`config.mk`:
```
export PLATFORM = sky130hd
export DESIGN_NAME = note_sequencer
export DESIGN_NICKNAME = d
export VERILOG_FILES = /design/src/rtl/note_sequencer.sv
export SDC_FILE = /design/constraint.sdc
export NUM_CORES = 1
export LEC_CHECK = 0
export ABC_AREA = 1
export ABC_CLOCK_PERIOD_IN_PS = 1700
export BUFFER_PORTS_ARGS = -buffer_cell sky130_fd_sc_hd__buf_2
export CORE_UTILIZATION = 52
export CTS_BUF_LIST = sky130_fd_sc_hd__clkbuf_16
export CTS_CLUSTER_DIAMETER = 200
export CTS_CLUSTER_SIZE = 25
export DETAILED_ROUTE_END_ITERATION = 10
export GPL_TIMING_DRIVEN = 0
export PLACE_DENSITY_LB_ADDON = 0.08
export SLEW_MARGIN = 10
export SYNTH_ARGS = -nofsm -noshare
export SYNTH_HDL_FRONTEND = slang
export SYNTH_SLANG_ARGS = --single-unit
```
`constraint.sdc`:
```
create_clock -name clk -period 1.7 [get_ports clk]
set_input_delay 0.34 -clock clk [delete_from_list [all_inputs] [get_ports clk]]
set_output_delay 0.34 -clock clk [all_outputs]
set_load 0.005 [all_outputs]
```
`src/rtl/note_sequencer.sv`:
```
// Melody player: walks a step table and writes each note code to the audio controller over AW/W/B.
// start -> first AWVALID/WVALID in 2 cycles; valids wait on READY, a stop never aborts a started write.
module note_sequencer #(
  parameter int         NUM_STEPS      = 8,
  parameter int         IDX_W          = 3,
  parameter int         TICKS_PER_BEAT = 1000,
  parameter logic [3:0] NOTE_ADDR      = 4'h0
) (
  input  logic             clk,
  input  logic             ARESET,
  input  logic             start,
  input  logic             stop,
  input  logic             loop,
  output logic [IDX_W-1:0] step_idx,
  input  logic [6:0]       step_note,
  input  logic [7:0]       step_len,
  output logic [3:0]       AWADDR,
  output logic             AWVALID,
  input  logic             AWREADY,
  output logic [6:0]       WDATA,
  output logic             WVALID,
  input  logic             WREADY,
  input  logic             BVALID,
  output logic             BREADY,
  output logic             busy,
  output logic             done
);

  localparam int TICK_W = (TICKS_PER_BEAT > 1) ? $clog2(TICKS_PER_BEAT) : 1;
  localparam logic [TICK_W-1:0] TICK_LAST = TICK_W'(TICKS_PER_BEAT - 1);
  localparam logic [IDX_W-1:0]  LAST_IDX  = IDX_W'(NUM_STEPS - 1);

  typedef enum logic [2:0] {
    IDLE, FETCH, WRITE, RESP, HOLD, SILENCE_W, SILENCE_R
  } state_t;

  state_t            state;
  logic [7:0]        len_q;
  logic [7:0]        beat_cnt;
  logic [TICK_W-1:0] tick_cnt;
  logic              stop_q;
  logic              aw_ok;
  logic              w_ok;
  logic              stop_pend;
  logic              aw_hs_done;
  logic              w_hs_done;

  // A stop arriving on the very cycle a decision is made counts as already latched.
  assign stop_pend  = stop_q | stop;
  assign aw_hs_done = aw_ok | (AWVALID & AWREADY);
  assign w_hs_done  = w_ok | (WVALID & WREADY);
  assign busy       = (state != IDLE);

  always_ff @(posedge clk) begin
    if (ARESET) begin
      state    <= IDLE;
      step_idx <= '0;
      AWADDR   <= '0;
      WDATA    <= '0;
      AWVALID  <= 1'b0;
      WVALID   <= 1'b0;
      BREADY   <= 1'b0;
      done     <= 1'b0;
      stop_q   <= 1'b0;
      aw_ok    <= 1'b0;
      w_ok     <= 1'b0;
      len_q    <= '0;
      beat_cnt <= '0;
      tick_cnt <= '0;
    end else begin
      done <= 1'b0;
      case (state)
        IDLE: begin
          stop_q <= 1'b0;
          if (start) begin
            state    <= FETCH;
            step_idx <= '0;
          end
        end

        FETCH: begin
          stop_q  <= stop_pend;
          len_q   <= (step_len == 8'd0) ? 8'd1 : step_len;
          AWADDR  <= NOTE_ADDR;
          WDATA   <= step_note;
          AWVALID <= 1'b1;
          WVALID  <= 1'b1;
          aw_ok   <= 1'b0;
          w_ok    <= 1'b0;
          state   <= WRITE;
        end

        WRITE, SILENCE_W: begin
          if (state == WRITE) stop_q <= stop_pend;
          if (AWVALID && AWREADY) begin
            AWVALID <= 1'b0;
            aw_ok   <= 1'b1;
          end
          if (WVALID && WREADY) begin
            WVALID <= 1'b0;
            w_ok   <= 1'b1;
          end
          if (aw_hs_done && w_hs_done) begin
            BREADY <= 1'b1;
            state  <= (state == WRITE) ? RESP : SILENCE_R;
          end
        end

        RESP: begin
          stop_q <= stop_pend;
          if (BVALID && BREADY) begin
            BREADY <= 1'b0;
            if (stop_pend) begin
              AWADDR  <= NOTE_ADDR;
              WDATA   <= 7'd0;
              AWVALID <= 1'b1;
              WVALID  <= 1'b1;
              aw_ok   <= 1'b0;
              w_ok    <= 1'b0;
              state   <= SILENCE_W;
            end else begin
              beat_cnt <= len_q - 8'd1;
              tick_cnt <= TICK_LAST;
              state    <= HOLD;
            end
          end
        end

        // Each beat spends TICKS_PER_BEAT cycles; the final tick of the final beat decides what follows.
        HOLD: begin
          if (stop_pend || (tick_cnt == '0 && beat_cnt == 8'd0 && step_idx >= LAST_IDX && !loop)) begin
            AWADDR  <= NOTE_ADDR;
            WDATA   <= 7'd0;
            AWVALID <= 1'b1;
            WVALID  <= 1'b1;
            aw_ok   <= 1'b0;
            w_ok    <= 1'b0;
            state   <= SILENCE_W;
          end else if (tick_cnt != '0) begin
            tick_cnt <= tick_cnt - TICK_W'(1);
          end else if (beat_cnt != 8'd0) begin
            beat_cnt <= beat_cnt - 8'd1;
            tick_cnt <= TICK_LAST;
          end else if (step_idx < LAST_IDX) begin
            step_idx <= step_idx + IDX_W'(1);
            state    <= FETCH;
          end else begin
            step_idx <= '0;
            state    <= FETCH;
          end
        end

        SILENCE_R: begin
          if (BVALID && BREADY) begin
            BREADY   <= 1'b0;
            done     <= 1'b1;
            step_idx <= '0;
            stop_q   <= 1'b0;
            state    <= IDLE;
          end
        end

        default: state <= IDLE;
      endcase
    end
  end

endmodule

```
==> flow_metrics.env <==
export IMPL_status="complete, no violations"
export IMPL_hold_class="input pin to flop"
export IMPL_synth_top_area_cell="dfxtp_1"
export IMPL_dpl_hpwl_mm=4.760
export IMPL_place_area_mm2=0.003323
export IMPL_p_leak_nw=1.866
export IMPL_antenna_cells=0
export IMPL_vdd_drop_max_uv=1057
export IMPL_synth_top_area_frac=0.3034
export IMPL_clk_latency_ns=0.29
export IMPL_cts_root_buf="clkbuf_16"
export IMPL_start_util=0.5446
export IMPL_routedWlPerCell_um=13.10
export IMPL_viasPerCell=5.210
export IMPL_slowest_stage="dfxtp_4"
export IMPL_final_cell_mix="79 x nand2_1, 58 x inv_1, 53 x nor2_1"
export IMPL_htreeDepth=2
export IMPL_crit_type="flop to flop"
export IMPL_grt_pass1_vias=2459
export IMPL_placed_cells=537
export IMPL_clockBufferDepth=2
export IMPL_finalSetupViolCount=0
export IMPL_p_per_area_mw_per_mm2=1815
export IMPL_areaGrowthSynthToFinish_pct=28.57
export IMPL_die_area_mm2=0.006147
export IMPL_maxCapViolations=0
export IMPL_tightest_slew_ns=0.6400
export IMPL_hold_ws_ns=0.2777
export IMPL_ant_nets=0
export IMPL_drc=0
export IMPL_seq_area_frac_synth=0.3034
export IMPL_crit_chain="nor2_4 -> nand2_8 -> buf_12 -> clkinv_8 -> buf_6 -> nand3_4 -> nand3_4 -> clkbuf_16 -> nand2_4 -> a21oi_2"
export IMPL_yosys_warnings=0
export IMPL_ys_seq_elements=46
export IMPL_async_reset_ff_frac=0
export IMPL_hold_violations=0
export IMPL_ctsHoldBuffers=0
export IMPL_postSynthAreaPerCell_um2=7.142
export IMPL_stdcell_count=563
export IMPL_critical_path_top_delay_family="simple AND/OR/NAND/NOR gates"
export IMPL_cts_buffers=5
export IMPL_drt_iter0_markers=156
export IMPL_synth_cell_types=40
export IMPL_path_common_cell="nand3_4"
export IMPL_port_buffers=37
export IMPL_rsz0062_at_grt="true"
export IMPL_fin_area_mm2=0.003902
export IMPL_cts_tree="done"
export IMPL_finish_utilization=0.7001
export IMPL_final_nets=518
export IMPL_final_layout_size_suffix_gt1_frac=0.3299
export IMPL_grt_usage=0.2331
export IMPL_nFillCells=465
export IMPL_rows=27
export IMPL_path_max_fanout=10
export IMPL_clock_sinks=46
export IMPL_synthFlopType="dfxtp_1"
export IMPL_globalRoute_totalOverflow=0
export IMPL_fmax_ghz=0.6020
export IMPL_slew_violations=0
export IMPL_grt_max_degree=16
export IMPL_max_stage_delay_ns=0.37
export IMPL_routed_wl_mm=7.375
export IMPL_relSlewSlack=0.5733
export IMPL_syn_inst=425
export IMPL_cp_start_kind="flop"
export IMPL_cp_num_buf_inv=4
export IMPL_final_common_cell="nand2_1"
export IMPL_antenna_found_initial=0
export IMPL_period_needed_ns=1.661
export IMPL_io_pins=42
export IMPL_required_ns=1.92
export IMPL_drtPass1Iterations=4
export IMPL_core_area_mm2=0.005574
export IMPL_die_h_um=78.40
export IMPL_clk_pin_slew_ns=0.06
export IMPL_grt_first_pass_wirelength_mm=11.31
export IMPL_die_w_um=78.40
export IMPL_synth_edf_count=0
export IMPL_post_route_period_util=0.9771
export IMPL_gp_congestion=0.8785
export IMPL_skew_ns=0.007335
export IMPL_synth_area_mm2=0.003035
export IMPL_synth_area_leaders="dfxtp_1 30%, nand2_1 10%, inv_1 7.4%, nor2_1 6.7%, nand2_4 4.8%"
export IMPL_endpoint_kind="flop"
export IMPL_vias=2933
export IMPL_crit_arrival_ns=1.88
## final cells by class
| cell class | instances | area (µm²) | area share |
|---|---|---|---|
| multi-input combinational | 302 | 1937 | 0.4963 |
| sequential | 46 | 933.4 | 0.2392 |
| timing repair buffer | 55 | 384.1 | 0.09843 |
| inverter | 66 | 265.3 | 0.06797 |
| buffer | 14 | 130.1 | 0.03334 |
| clock buffer | 5 | 125.1 | 0.03206 |
| tap | 72 | 90.09 | 0.02308 |
| clock inverter | 3 | 37.54 | 0.009618 |
## registers in the layout, indices dropped and copies added, names as in the netlist
name / count
stop_q: 1
beat_cnt: 8
state: 3
WVALID: 1
WDATA: 7
step_idx: 3
AWVALID: 1
BREADY: 1
tick_cnt: 10
len_q: 8
done: 1
aw_ok: 1
w_ok: 1
## worst min-delay path: cells and delay by family
family	cells	cell delay (ns)
buffers and inverters	1	0.08
AND/OR/NAND/NOR	1	0.07
AO/OA/AOI/OAI	1	0.04
## per-layer routing
metal	wire length, µm	track usage
met1	3564	0.3240
met2	3391	0.3561
met3	287	0.03837
met4	132	0.09630
met5	0	0
## stage by stage
stage / total power (W) / setup WS, ns / setup TNS [ns]
finish: 0.007085 / 0.03891 / 0
global route: 0.007665 / -0.08320 / -0.8359
CTS: 0.006387 / -0.009141 / -0.01218
detailed placement: 0.005144 / -0.1526 / -0.9272
global placement: 0.005102 / -0.1459 / -0.5474
floorplan: 0.004458 / 0.01353 / 0
## logic make-up (layout without fill, tap and decap cells)
family	count (synthesis)	count (layout)	share of synthesized area
adder cells (fa/ha/maj)	5	5	0.02061
other	1	4	0.001235
buffers and inverters	81	143	0.1290
XOR/XNOR	5	5	0.01443
AND/OR/NAND/NOR	224	225	0.3920
AO/OA/AOI/OAI	63	63	0.1393
flip-flops	46	46	0.3034
## synthesized netlist by cell type (2+ instances only)
cell type and count:
o21ai_2 5, nand2_2 5, nand4_1 16, dfxtp_1 46, nand2_4 13, buf_4 4, ha_1 5, xnor2_1 3
buf_6 5, a21oi_2 11, buf_2 3, nor3_1 8, nor2_4 4, nand3_1 25, inv_2 4, nand3_4 4
nor2_1 54, xor2_1 2, clkbuf_1 2, nand3_2 4, a21oi_1 23, o21ai_4 2, nand2_1 82, inv_1 60
o21ai_0 16, nor2_2 5
## worst paths after layout
kind / start / to / slack, ns / cells after the start
worst min-delay path: step_len[0] / len_q[0]$_SDFFE_PP0P_ / 0.28 / 3
worst max-delay path: state[1]$_SDFFE_PP0P_ / WDATA[2]$_SDFFE_PP0P_ / 0.04 / 10
worst min register to register: len_q[7]$_SDFFE_PP0P_ / len_q[7]$_SDFFE_PP0P_ / 0.46 / 2
worst max register to register: state[1]$_SDFFE_PP0P_ / WDATA[2]$_SDFFE_PP0P_ / 0.04 / 10
## power breakdown
| group | internal, W | leakage, nW | total [W] | switching [W] |
|---|---|---|---|---|
| Clock | 0.000684 | 0.0864 | 0.00109 | 0.000409 |
| Combinational | 0.00179 | 1.40 | 0.00427 | 0.00248 |
| Sequential | 0.00143 | 0.379 | 0.00172 | 0.000289 |
| Total | 0.00390 | 1.87 | 0.00708 | 0.00318 |
## what timing repair did
| item | in CTS | in global routing |
|---|---|---|
| buffers inserted | 2 | 14 |
| endpoints found under the hold margin | 0 | 0 |
| resized for setup | 12 | 39 |
| pin swaps | 4 | 16 |
| gates cloned | 0 | 3 |
| endpoints found under the setup margin | 29 | 37 |
Power figures use the tool's default switching activity.
